$ cat src/rtl/rename_serialize_ctrl_pkg.sv
// Shared types for the rename-stage serializer: phase encoding, counter width
// default and the lane-mask type.
package RenameSerializerTypes;

  typedef enum logic [1:0] {
    SP_NORMAL   = 2'd0,
    SP_DRAIN    = 2'd1,
    SP_WAIT_OWN = 2'd2
  } SerializePhase;

  localparam int SERIALIZE_CNT_WIDTH = 16;
  localparam int SERIALIZE_MAX_LANES = 8;

  // Lane masks are carried at the widest legal group size; a block with fewer
  // lanes uses the low WIDTH bits.
  typedef logic [SERIALIZE_MAX_LANES-1:0] lane_mask_t;

  function automatic int lane_idx_width(input int lanes);
    return (lanes > 1) ? $clog2(lanes) : 1;
  endfunction

endpackage

$ cat src/rtl/rename_serialize_ctrl_if.sv
// Rename-group bus between the rename pipeline (master) and the serializer (slave).
interface rename_serialize_ctrl_if #(
  parameter int WIDTH     = 2,
  parameter int CNT_WIDTH = 16
);
  logic                 extStall;
  logic                 clear;
  logic                 activeListEmpty;
  logic                 storeQueueEmpty;
  logic [WIDTH-1:0]     valid;
  logic [WIDTH-1:0]     serialized;
  logic [WIDTH-1:0]     needSqDrain;
  logic [WIDTH-1:0]     waitOwn;
  logic [WIDTH-1:0]     passMask;
  logic                 serialize;
  logic                 busy;
  logic [CNT_WIDTH-1:0] serializeCycles;

  modport master (
    output extStall, clear, activeListEmpty, storeQueueEmpty,
           valid, serialized, needSqDrain, waitOwn,
    input  passMask, serialize, busy, serializeCycles
  );

  modport slave (
    input  extStall, clear, activeListEmpty, storeQueueEmpty,
           valid, serialized, needSqDrain, waitOwn,
    output passMask, serialize, busy, serializeCycles
  );
endinterface

$ cat src/rtl/rename_serialize_ctrl_lane_sel.sv
// Lowest-set-bit encoder: index of the first requesting lane, a found flag and
// the mask of lanes strictly below it.
module SerializeLaneSelector
  import RenameSerializerTypes::*;
#(
  parameter int WIDTH = 2,
  parameter int IDX_W = lane_idx_width(WIDTH)
) (
  input  logic [WIDTH-1:0] req,
  output logic [IDX_W-1:0] k_idx,
  output logic             k_valid,
  output logic [WIDTH-1:0] below_mask
);

  logic found;

  // NOTE: every combinational output gets a default before the loop, so no
  // path leaves a signal unassigned and no latch is inferred.
  always_comb begin
    found      = 1'b0;
    k_idx      = '0;
    below_mask = '0;
    for (int i = 0; i < WIDTH; i++) begin
      if (!found && req[i]) begin
        found = 1'b1;
        k_idx = IDX_W'(i);
      end else if (!found) begin
        below_mask[i] = 1'b1;
      end
    end
    k_valid = found;
  end

endmodule

$ cat src/rtl/rename_serialize_ctrl.sv
// Serializes rename groups: lanes ahead of a serializing op pass first, the op
// waits for the machine to drain, then younger lanes follow in lane order.
module rename_serialize_ctrl
  import RenameSerializerTypes::*;
#(
  parameter int WIDTH     = 2,
  parameter int CNT_WIDTH = SERIALIZE_CNT_WIDTH
) (
  input  logic                    clk,
  input  logic                    rst,
  rename_serialize_ctrl_if.slave  bus
);

  localparam int               IDX_W    = lane_idx_width(WIDTH);
  localparam logic [WIDTH-1:0] LANE_ONE = WIDTH'(1);

  SerializePhase        phase_q, phase_d;
  logic [WIDTH-1:0]     done_q, done_d;
  logic [CNT_WIDTH-1:0] cnt_q, cnt_d;

  logic [WIDTH-1:0] eff_valid, sel_req, below_mask, k_onehot;
  logic [IDX_W-1:0] k_idx;
  logic             k_valid, lower_live, above_live, need_sq, own, drain_ok;
  logic [WIDTH-1:0] pass_mask;
  logic             serialize_o, busy_o;

  assign eff_valid = bus.valid & ~done_q;
  assign sel_req   = eff_valid & bus.serialized;

  SerializeLaneSelector #(.WIDTH(WIDTH), .IDX_W(IDX_W)) u_sel (
    .req        (sel_req),
    .k_idx      (k_idx),
    .k_valid    (k_valid),
    .below_mask (below_mask)
  );

  assign k_onehot   = k_valid ? (LANE_ONE << k_idx) : '0;
  assign lower_live = |(eff_valid & below_mask);
  assign above_live = |(eff_valid & ~below_mask & ~k_onehot);
  assign need_sq    = bus.needSqDrain[k_idx];
  assign own        = bus.waitOwn[k_idx];
  assign drain_ok   = bus.activeListEmpty && (bus.storeQueueEmpty || !need_sq);

  // NOTE: state flops use non-blocking assignments so every flop samples the
  // pre-edge values; reset is asynchronous and returns straight to SP_NORMAL.
  always_ff @(posedge clk or negedge rst) begin
    if (!rst) begin
      phase_q <= SP_NORMAL;
      done_q  <= '0;
      cnt_q   <= '0;
    end else begin
      phase_q <= phase_d;
      done_q  <= done_d;
      cnt_q   <= cnt_d;
    end
  end

  always_comb begin
    phase_d = phase_q;
    done_d  = done_q;
    if (bus.clear) begin
      phase_d = SP_NORMAL;
      done_d  = '0;
    end else if (!bus.extStall) begin
      unique case (phase_q)
        SP_NORMAL:   if (k_valid && !lower_live) phase_d = SP_DRAIN;
        SP_DRAIN: begin
          if (!k_valid)      phase_d = SP_NORMAL;
          else if (drain_ok) phase_d = own ? SP_WAIT_OWN : SP_NORMAL;
        end
        SP_WAIT_OWN: if (bus.activeListEmpty && bus.storeQueueEmpty) phase_d = SP_NORMAL;
        default:     phase_d = SP_NORMAL;
      endcase
      // Once serialize drops the upstream group advances, so the done set resets.
      done_d = serialize_o ? (done_q | pass_mask) : '0;
    end
  end

  // The counter keeps running through external stalls; it measures hold time.
  always_comb begin
    cnt_d = cnt_q;
    if (serialize_o && (cnt_q != '1)) cnt_d = cnt_q + CNT_WIDTH'(1);
  end

  always_comb begin
    pass_mask   = '0;
    serialize_o = 1'b0;
    if (!bus.clear) begin
      unique case (phase_q)
        SP_NORMAL: begin
          if (!k_valid) begin
            pass_mask = eff_valid;
          end else begin
            pass_mask   = lower_live ? (eff_valid & below_mask) : '0;
            serialize_o = 1'b1;
          end
        end
        SP_DRAIN: begin
          // A group that lost its serializing lane has nothing left to hold.
          if (k_valid) begin
            serialize_o = 1'b1;
            if (drain_ok) begin
              pass_mask   = k_onehot;
              serialize_o = above_live || own;
            end
          end
        end
        SP_WAIT_OWN: serialize_o = 1'b1;
        default: begin
          pass_mask   = '0;
          serialize_o = 1'b0;
        end
      endcase
    end
  end

  assign busy_o = (phase_q != SP_NORMAL) || (|done_q);

  assign bus.passMask        = pass_mask;
  assign bus.serialize       = serialize_o;
  assign bus.busy            = busy_o;
  assign bus.serializeCycles = cnt_q;

endmodule

$ cat src/flat_wrapper.sv
// flat-port wrapper written by rule: the top's interface ports become plain ports
module rename_serialize_ctrl_flat import RenameSerializerTypes::*;
#(
  parameter int WIDTH     = 2,
  parameter int CNT_WIDTH = SERIALIZE_CNT_WIDTH
)
  (clk, rst, bus_extStall, bus_clear, bus_activeListEmpty, bus_storeQueueEmpty, bus_valid, bus_serialized, bus_needSqDrain, bus_waitOwn, bus_passMask, bus_serialize, bus_busy, bus_serializeCycles);
  rename_serialize_ctrl_if #(.WIDTH(WIDTH), .CNT_WIDTH(CNT_WIDTH)) bus_i ();
  input  logic clk;
  input  logic rst;
  input wire logic [$bits(bus_i.extStall)-1:0] bus_extStall;
  input wire logic [$bits(bus_i.clear)-1:0] bus_clear;
  input wire logic [$bits(bus_i.activeListEmpty)-1:0] bus_activeListEmpty;
  input wire logic [$bits(bus_i.storeQueueEmpty)-1:0] bus_storeQueueEmpty;
  input wire logic [$bits(bus_i.valid)-1:0] bus_valid;
  input wire logic [$bits(bus_i.serialized)-1:0] bus_serialized;
  input wire logic [$bits(bus_i.needSqDrain)-1:0] bus_needSqDrain;
  input wire logic [$bits(bus_i.waitOwn)-1:0] bus_waitOwn;
  output wire logic [$bits(bus_i.passMask)-1:0] bus_passMask;
  output wire logic [$bits(bus_i.serialize)-1:0] bus_serialize;
  output wire logic [$bits(bus_i.busy)-1:0] bus_busy;
  output wire logic [$bits(bus_i.serializeCycles)-1:0] bus_serializeCycles;
  assign bus_i.extStall = bus_extStall;
  assign bus_i.clear = bus_clear;
  assign bus_i.activeListEmpty = bus_activeListEmpty;
  assign bus_i.storeQueueEmpty = bus_storeQueueEmpty;
  assign bus_i.valid = bus_valid;
  assign bus_i.serialized = bus_serialized;
  assign bus_i.needSqDrain = bus_needSqDrain;
  assign bus_i.waitOwn = bus_waitOwn;
  assign bus_passMask = bus_i.passMask;
  assign bus_serialize = bus_i.serialize;
  assign bus_busy = bus_i.busy;
  assign bus_serializeCycles = bus_i.serializeCycles;
  rename_serialize_ctrl #(.WIDTH(WIDTH), .CNT_WIDTH(CNT_WIDTH)) u_core (.clk(clk), .rst(rst), .bus(bus_i));
endmodule
$ cat config.mk
export PLATFORM = sky130hd
export DESIGN_NAME = rename_serialize_ctrl_flat
export DESIGN_NICKNAME = d
export VERILOG_FILES = /design/src/rtl/rename_serialize_ctrl_pkg.sv /design/src/rtl/rename_serialize_ctrl_if.sv /design/src/rtl/rename_serialize_ctrl_lane_sel.sv /design/src/rtl/rename_serialize_ctrl.sv /design/src/flat_wrapper.sv
export SDC_FILE = /design/constraint.sdc
export NUM_CORES = 1
export LEC_CHECK = 0
export BUFFER_PORTS_ARGS = -buffer_cell sky130_fd_sc_hd__buf_2
export CAP_MARGIN = 10
export CORE_MARGIN = 3
export CORE_UTILIZATION = 52
export DETAILED_ROUTE_END_ITERATION = 10
export GPL_TIMING_DRIVEN = 0
export HOLD_SLACK_MARGIN = 0.06
export PLACE_DENSITY = 0.84
export SETUP_SLACK_MARGIN = 0.02
export SLEW_MARGIN = 0
export SYNTH_ARGS = -nofsm -noshare
export SYNTH_HDL_FRONTEND = slang
export SYNTH_SLANG_ARGS = --single-unit
$ cat constraint.sdc
create_clock -name clk -period 2.85 [get_ports clk]
set_input_delay 0.7125 -clock clk [delete_from_list [all_inputs] [get_ports clk]]
set_output_delay 0.7125 -clock clk [all_outputs]
set_load 0.005 [all_outputs]
==> flow_results.xml, run 1 <==
<?xml version="1.0" encoding="UTF-8"?>
<metrics>
  <group name="critical_path">
    <metric name="cp_top_family" unit="">compound AO/OA/AOI/OAI gates</metric>
    <metric name="required" unit="ns">2.14</metric>
    <metric name="setup.worst_path.start_class" unit="">input port</metric>
    <metric name="setup.worst_path.class" unit="">in2out</metric>
    <metric name="worstSetupEndpointType" unit="">output pin</metric>
    <metric name="critical_path_buf_inv_count" unit="">3</metric>
    <metric name="timing.critical_path.mode_cell" unit="">sky130_fd_sc_hd__buf_2</metric>
    <metric name="critical_path.max_fanout" unit="">7</metric>
    <metric name="max_stage_delay" unit="ns">0.23</metric>
    <metric name="crit_chain" unit="">buf_2, and3b_1, buf_6, a22o_4, a21o_1, mux2i_1, nor4b_2, buf_2</metric>
    <metric name="worst_path_max_delay_cell" unit="">sky130_fd_sc_hd__a22o_4</metric>
    <metric name="worstPathArrival" unit="ns">2.08</metric>
  </group>
  <group name="global_route">
    <metric name="grt_max_degree" unit="">21</metric>
    <metric name="antenna_found_initial" unit="">0</metric>
    <metric name="wire_length_of_the_first_global_routing_pass" unit="um">5130</metric>
    <metric name="grt-ovfl-total" unit="">0</metric>
    <metric name="first_global_vias" unit="">1164</metric>
    <metric name="groute.usage.overall" unit="">0.201</metric>
  </group>
  <group name="synthesis">
    <metric name="synthesis.nets" unit="">150</metric>
    <metric name="async_reset_ff_frac" unit="">1.00</metric>
    <metric name="sequential_element_share_of_the_synthesized_area" unit="">0.389</metric>
    <metric name="yosysWarningCount" unit="">0</metric>
    <metric name="avgSynthCellArea" unit="um^2">9.52</metric>
    <metric name="synth.top_cell.area_share" unit="">0.389</metric>
    <metric name="post_synth_instance_area" unit="um^2">1280</metric>
    <metric name="synth_top_area_cell" unit="">sky130_fd_sc_hd__dfrtp_1</metric>
    <metric name="synth-edff-count" unit="">0</metric>
    <metric name="yosys_register_bits" unit="">20</metric>
    <metric name="postSynth.topFlopCell" unit="">sky130_fd_sc_hd__dfrtp_1</metric>
    <metric name="yosys.cell_count.top_type" unit="">sky130_fd_sc_hd__dfrtp_1</metric>
    <metric name="post_synth_num_cell_types" unit="">43</metric>
    <metric name="synthCells" unit="">135</metric>
    <metric name="post_synth_main_area_contributors" unit="">sky130_fd_sc_hd__dfrtp_1 (39%), sky130_fd_sc_hd__xor2_1 (5.5%), sky130_fd_sc_hd__xnor2_1 (4.1%)</metric>
    <metric name="synth.top_cells.by_count" unit="">sky130_fd_sc_hd__dfrtp_1 (20), sky130_fd_sc_hd__nand3_1 (9), sky130_fd_sc_hd__a21oi_1 (8), sky130_fd_sc_hd__xor2_1 (8), sky130_fd_sc_hd__nand2_1 (7)</metric>
  </group>
  <group name="timing">
    <metric name="report.final.setup_viol" unit="">0</metric>
    <metric name="finalWorstPathRequiredPeriod" unit="ns">2.79</metric>
    <metric name="timing.clock.skew" unit="ns">0.00264</metric>
    <metric name="max_slew_violation_count" unit="">0</metric>
    <metric name="min_period_over_period" unit="">0.980</metric>
    <metric name="slew_headroom" unit="">0.674</metric>
    <metric name="rsz_0062_raised_after_global_routing" unit="">true</metric>
    <metric name="finalHoldViolations" unit="">0</metric>
    <metric name="tightest_slew" unit="ns">0.489</metric>
    <metric name="clock.fmax" unit="MHz">358</metric>
    <metric name="finalHoldWorstSlack" unit="ns">0.324</metric>
  </group>
  <group name="pwr">
    <metric name="power.total" unit="mW">0.850</metric>
    <metric name="power.internal" unit="mW">0.587</metric>
    <metric name="power_density" unit="nW/um^2">542</metric>
    <metric name="combPwrFrac" unit="">0.257</metric>
    <metric name="leakage" unit="nW">0.755</metric>
    <metric name="pwr-share-clk" unit="">0.276</metric>
    <metric name="power_switching_share" unit="">0.309</metric>
    <metric name="total_switching_power" unit="mW">0.263</metric>
    <metric name="peakVddDrop" unit="V">0.000485</metric>
    <metric name="share_seq_of_total_power" unit="">0.467</metric>
  </group>
  <group name="die">
    <metric name="floorplan.die.width" unit="um">55.7</metric>
    <metric name="die-height" unit="um">55.7</metric>
    <metric name="die_area" unit="um^2">3100</metric>
    <metric name="rows" unit="">17</metric>
    <metric name="initial_core_util" unit="">0.565</metric>
    <metric name="core-area" unit="um^2">2280</metric>
    <metric name="boundaryPins" unit="">34</metric>
  </group>
  <group name="routing">
    <metric name="wl" unit="um">3000</metric>
    <metric name="drt_drc_violations_left" unit="">0</metric>
    <metric name="avgViaCountPerCell" unit="">5.94</metric>
    <metric name="drt_first_pass_iters" unit="">4</metric>
    <metric name="avgRoutedWirePerCell" unit="um">14.9</metric>
    <metric name="drt.antenna.violating_nets" unit="">0</metric>
    <metric name="route.vias.total" unit="">1200</metric>
    <metric name="drt-initial-drc-count" unit="">57</metric>
  </group>
  <group name="clocking">
    <metric name="clkSinkCount" unit="">20</metric>
    <metric name="clock_latency" unit="ns">0.31</metric>
    <metric name="cts-root-to-sink-buffers" unit="">2</metric>
    <metric name="cts_tree" unit="">built</metric>
    <metric name="cts.root.buffer_cell" unit="">sky130_fd_sc_hd__clkbuf_4</metric>
    <metric name="htree_num_levels" unit="">1</metric>
    <metric name="cts.hold.buffers_added" unit="">0</metric>
    <metric name="path_clk_slew" unit="ns">0.12</metric>
    <metric name="numCtsBuffers" unit="">3</metric>
  </group>
  <group name="final_layout">
    <metric name="final_core_util" unit="">0.689</metric>
    <metric name="multi_input_comb_area" unit="um^2">753</metric>
    <metric name="nFillCells" unit="">186</metric>
    <metric name="fin_nets" unit="">190</metric>
    <metric name="final_cell_count_no_fill" unit="">202</metric>
    <metric name="layout.area.seq" unit="um^2">500</metric>
    <metric name="antenna_cells" unit="">0</metric>
    <metric name="layout-drive-gt1-share" unit="">0.282</metric>
    <metric name="syn2layout_area_growth" unit="%">22.1</metric>
  </group>
  <group name="run_status">
    <metric name="outcome" unit="">finished, final reports clean</metric>
  </group>
  <group name="place">
    <metric name="globalplace.congestion" unit="">0.912</metric>
    <metric name="place_hpwl" unit="um">2130</metric>
    <metric name="numPlacedInstances" unit="">196</metric>
    <metric name="place.port_buffers" unit="">33</metric>
  </group>
  <group name="min_path">
    <metric name="hold_path_class" unit="">in2async</metric>
  </group>
  <group name="run">
    <metric name="max_cap_violations" unit="">0</metric>
  </group>
</metrics>
[layer usage]
layer	routed length (um)	up-vias	track usage
met5	0	-	0
met4	38	0	0.0660
met3	157	5	0.0371
met2	1490	36	0.328
met1	1320	579	0.269
li1	-	580	-
[sequential cells by signal (all words and copies together) (netlist names)]
name and flops:
u_core.done_q 2, u_core.bus.serializeCycles 16, u_core.phase_q 2
[per-stage QoR]
step / TNS [ns] / area (um^2) / setup WS, ns
2_1_floorplan: 0 / 1280 / 0.304
3_5_place_dp: -0.0302 / 1490 / -0.0302
4_1_cts: 0 / 1550 / 0.00274
6_report: 0 / 1570 / 0.0561
5_1_grt: -0.0629 / 1570 / -0.0629
3_3_place_gp: -0.0280 / 1490 / -0.0280
[area by class of cell]
| type | instances | area share |
|---|---|---|
| Tap cell | 28 | 0.0223 |
| Inverter | 5 | 0.0120 |
| Sequential cell | 20 | 0.319 |
| Buffer | 5 | 0.0167 |
| Timing Repair Buffer | 35 | 0.116 |
| Clock inverter | 1 | 0.0191 |
| Clock buffer | 3 | 0.0144 |
| Multi-Input combinational cell | 105 | 0.480 |
[power groups by stage]
stage | logic (mW) | clock network [mW] | registers (mW)
final | 0.218 | 0.235 | 0.397
after detailed placement | 0.213 | 0 | 0.403
after floorplan | 0.118 | 0 | 0.397
after global placement | 0.207 | 0 | 0.398
after global routing | 0.245 | 0.251 | 0.410
after CTS | 0.216 | 0.237 | 0.398
[cell usage in the layout (no fill, tap or decap), drive strengths merged, types with 5 or more instances in the layout]
cell type,netlist,final
a21oi,8,8
and3,5,5
buf,1,36
clkbuf,4,7
dfrtp,20,20
inv,5,5
nand2,7,7
nand2b,5,5
nand3,9,9
nor2,6,6
xnor2,6,6
xor2,8,8
[repair_timing]
| action | 4_1_cts | 5_1_grt |
|---|---|---|
| hold endpoints to repair | 0 | 0 |
| gates resized for setup | 2 | 2 |
| pin swaps | 0 | 5 |
| setup endpoints to repair | 2 | 2 |
| setup buffers | 0 | 2 |
[worst paths after layout]
| path | start | endpoint | slack, ns | cells past startpoint |
|---|---|---|---|---|
| setup reg to reg | u_core.bus.serializeCycles[0] | u_core.bus.serializeCycles[1] | 0.62 | 7 |
| hold reg to reg | u_core.bus.serializeCycles[14] | u_core.bus.serializeCycles[14] | 0.51 | 1 |
| hold / removal | rst | u_core.bus.serializeCycles[14] | 0.32 | 1 |
| max in group asynchronous | rst | u_core.done_q[1] | 2.22 | 1 |
| setup / recovery | bus_serialized[1] | bus_passMask[0] | 0.06 | 8 |
| min in group clk | u_core.bus.serializeCycles[14] | u_core.bus.serializeCycles[14] | 0.51 | 1 |
[worst register-to-register path, stage by stage (launching register included)]
cell	delay, ns
sky130_fd_sc_hd__dfrtp_1	0.46
sky130_fd_sc_hd__ha_1	0.23
sky130_fd_sc_hd__nand2_1	0.10
sky130_fd_sc_hd__nor4b_1	0.42
sky130_fd_sc_hd__a21o_1	0.19
sky130_fd_sc_hd__clkbuf_1	0.32
sky130_fd_sc_hd__nor2_2	0.10
sky130_fd_sc_hd__mux2_4	0.31
[cell families after synthesis]
logic type | count (synthesis) | synth area share
simple gates | 64 | 0.305
compound gates | 24 | 0.146
flops | 20 | 0.389
xor+xnor | 14 | 0.0954
buf+inv | 10 | 0.0351
mux | 2 | 0.0195
fa+ha+maj | 1 | 0.00974
(Power assumes the default switching activity.)
==> run 2: changes to the inputs <==
--- a/config.mk
+++ b/config.mk
@@ -8,11 +8,11 @@
 export BUFFER_PORTS_ARGS = -buffer_cell sky130_fd_sc_hd__buf_2
 export CAP_MARGIN = 10
 export CORE_MARGIN = 3
-export CORE_UTILIZATION = 52
+export CORE_UTILIZATION = 47
 export DETAILED_ROUTE_END_ITERATION = 10
 export GPL_TIMING_DRIVEN = 0
 export HOLD_SLACK_MARGIN = 0.06
-export PLACE_DENSITY = 0.84
+export PLACE_DENSITY = 0.8
 export SETUP_SLACK_MARGIN = 0.02
 export SLEW_MARGIN = 0
 export SYNTH_ARGS = -nofsm -noshare
==> constraint.sdc (replaced) <==
create_clock -name clk -period 2.26 [get_ports clk]
set_input_delay 0.565 -clock clk [delete_from_list [all_inputs] [get_ports clk]]
set_output_delay 0.565 -clock clk [all_outputs]
set_load 0.005 [all_outputs]
==> flow_results.xml, run 2 (same netlist as run 1, synthesis figures left out) <==
<?xml version="1.0" encoding="UTF-8"?>
<metrics>
  <group name="clocking">
    <metric name="numCtsBuffers" unit="">3</metric>
    <metric name="cts.root.buffer_cell" unit="">sky130_fd_sc_hd__clkbuf_4</metric>
    <metric name="path_clk_slew" unit="ns">0.10</metric>
    <metric name="clock_latency" unit="ns">0.29</metric>
    <metric name="clkSinkCount" unit="">20</metric>
    <metric name="htree_num_levels" unit="">1</metric>
    <metric name="cts_tree" unit="">built</metric>
    <metric name="cts-root-to-sink-buffers" unit="">2</metric>
  </group>
  <group name="critical_path">
    <metric name="setup.worst_path.start_class" unit="">register</metric>
    <metric name="crit_reg_reg_endpoint" unit="">u_core.bus.serializeCycles[1]</metric>
    <metric name="max_stage_delay" unit="ns">0.36</metric>
    <metric name="setup.worst_path.class" unit="">reg2out</metric>
    <metric name="critical_path.max_fanout" unit="">4</metric>
    <metric name="worst_path_max_delay_cell" unit="">sky130_fd_sc_hd__dfrtp_1</metric>
    <metric name="r2r-start" unit="">u_core.done_q[1]</metric>
    <metric name="worstSetupEndpointType" unit="">output pin</metric>
    <metric name="crit_chain" unit="">and3b_1, buf_6, a22o_4, a21o_1, mux2i_1, nor4b_2, buf_2</metric>
    <metric name="r2r_slack" unit="ns">0.18</metric>
    <metric name="crit_path_start" unit="">u_core.done_q[1]</metric>
    <metric name="required" unit="ns">1.69</metric>
    <metric name="timing.reg2reg.worst_path_depth" unit="">7</metric>
    <metric name="worstPathArrival" unit="ns">1.85</metric>
  </group>
  <group name="global_route">
    <metric name="wire_length_of_the_first_global_routing_pass" unit="um">5340</metric>
    <metric name="antenna_found_initial" unit="">0</metric>
    <metric name="grt_max_degree" unit="">21</metric>
    <metric name="grt-ovfl-total" unit="">0</metric>
    <metric name="first_global_vias" unit="">1275</metric>
    <metric name="groute.usage.overall" unit="">0.201</metric>
  </group>
  <group name="timing">
    <metric name="min_period_over_period" unit="">1.07</metric>
    <metric name="rsz_0062_raised_after_global_routing" unit="">true</metric>
    <metric name="report.final.setup_viol" unit="">2</metric>
    <metric name="slew_headroom" unit="">0.657</metric>
    <metric name="timing.clock.skew" unit="ns">0.00195</metric>
    <metric name="finalHoldViolations" unit="">0</metric>
    <metric name="clock.fmax" unit="MHz">415</metric>
    <metric name="tightest_slew" unit="ns">0.515</metric>
    <metric name="finalWorstPathRequiredPeriod" unit="ns">2.41</metric>
    <metric name="setup_ws" unit="ns">-0.150</metric>
    <metric name="max_slew_violation_count" unit="">0</metric>
  </group>
  <group name="run_status">
    <metric name="outcome" unit="">complete, but fails checks</metric>
    <metric name="violations" unit="">negative setup slack</metric>
  </group>
  <group name="routing">
    <metric name="route.vias.total" unit="">1293</metric>
    <metric name="drt.antenna.violating_nets" unit="">0</metric>
    <metric name="drt_drc_violations_left" unit="">0</metric>
    <metric name="wl" unit="um">3090</metric>
    <metric name="avgViaCountPerCell" unit="">6.13</metric>
    <metric name="drt-initial-drc-count" unit="">64</metric>
    <metric name="drt_first_pass_iters" unit="">4</metric>
    <metric name="avgRoutedWirePerCell" unit="um">14.6</metric>
  </group>
  <group name="final_layout">
    <metric name="syn2layout_area_growth" unit="%">27.8</metric>
    <metric name="layout-drive-gt1-share" unit="">0.348</metric>
    <metric name="final_cell_count_no_fill" unit="">211</metric>
    <metric name="final_cell_mix" unit="">sky130_fd_sc_hd__buf_2 (31), sky130_fd_sc_hd__dfrtp_1 (19), sky130_fd_sc_hd__buf_4 (10)</metric>
    <metric name="design_area" unit="um^2">1640</metric>
    <metric name="fin_nets" unit="">197</metric>
    <metric name="antenna_cells" unit="">0</metric>
    <metric name="number_of_flip_flops_under_the_largest_register_name" unit="">16</metric>
    <metric name="commonest_non_fill_non_tap_cell_in_the_layout" unit="">sky130_fd_sc_hd__buf_2</metric>
  </group>
  <group name="place">
    <metric name="place_hpwl" unit="um">2260</metric>
    <metric name="numPlacedInstances" unit="">198</metric>
    <metric name="globalplace.congestion" unit="">0.925</metric>
    <metric name="post_dp_cell_area" unit="um^2">1490</metric>
    <metric name="place.port_buffers" unit="">33</metric>
  </group>
  <group name="pwr">
    <metric name="power_density" unit="nW/um^2">607</metric>
    <metric name="power.total" unit="mW">0.997</metric>
    <metric name="leakage" unit="nW">0.795</metric>
    <metric name="peakVddDrop" unit="V">0.000494</metric>
  </group>
  <group name="die">
    <metric name="core-area" unit="um^2">2540</metric>
    <metric name="rows" unit="">18</metric>
    <metric name="initial_core_util" unit="">0.505</metric>
    <metric name="die_area" unit="um^2">3400</metric>
    <metric name="die-height" unit="um">58.3</metric>
    <metric name="boundaryPins" unit="">34</metric>
    <metric name="floorplan.die.width" unit="um">58.3</metric>
  </group>
  <group name="min_path">
    <metric name="hold_path_class" unit="">in2async</metric>
  </group>
  <group name="run">
    <metric name="max_cap_violations" unit="">0</metric>
  </group>
</metrics>
==> run 2: cell count changes in the layout (fill, tap and decap cells not counted), sizes merged <==
cell,before,now
buf,36,44
bufinv,1,0
==> run 2: power breakdown <==
group / switching [mW] / total (mW) / internal (mW) / leakage (nW)
registers: 0.0851 / 0.503 / 0.418 / 0.264
clock network: 0.101 / 0.199 / 0.0983 / 0.0210
logic: 0.138 / 0.295 / 0.157 / 0.510
==> run 2: final cells by class <==
cell class	count	area [um^2]
tap	30	37.5
buffer	3	20.0
fill	232	903
inverter	5	18.8
sequential	20	502
multi-input combinational	105	769
timing repair buffer	44	258
clock buffer	4	36.3
==> run 2: per-stage QoR <==
| step | util | setup TNS, ns | hold slack (ns) | setup slack, ns |
|---|---|---|---|---|
| floorplan | - | 0 | 0.269 | 0.0293 |
| global placement | 0.585 | -0.558 | 0.476 | -0.294 |
| detailed placement | 0.585 | -0.672 | 0.492 | -0.309 |
| CTS | 0.631 | -0.290 | 0.195 | -0.153 |
| global route | 0.645 | -0.515 | 0.197 | -0.277 |
| finish | 0.645 | -0.300 | 0.191 | -0.150 |
==> run 2: critical path: cells and delay by family, from the launching register on <==
| family | cells | cell delay, ns |
|---|---|---|
| buf+inv | 2 | 0.28 |
| flops | 1 | 0.36 |
| simple gates | 2 | 0.38 |
| compound gates | 2 | 0.41 |
| mux | 1 | 0.13 |
==> run 2: worst max path at each step <==
stage	endpoint	slack, ns	cells past startpoint
floorplan	bus_passMask[0]	0.03	6
global placement	bus_serialize	-0.29	8
detailed placement	bus_serialize	-0.31	8
CTS	bus_passMask[0]	-0.15	7
global route	bus_passMask[0]	-0.28	6
finish	bus_passMask[0]	-0.15	7
==> run 2: what timing repair did <==
item,4_1_cts,5_1_grt
pin swaps,5,1
setup buffers,8,3
hold endpoints to repair,0,0
cloned,0,0
resized for setup,8,6
setup endpoints to repair,3,10
hold buffers,0,0
==> run 2: layer usage <==
layer  share of wire  GRT usage  vias to the layer above
met2            0.52      0.343                       50
met1            0.40      0.237                      639
met4           0.026      0.129                        0
met5               0          0                        -
met3           0.059     0.0245                       10
li1                -          -                      594
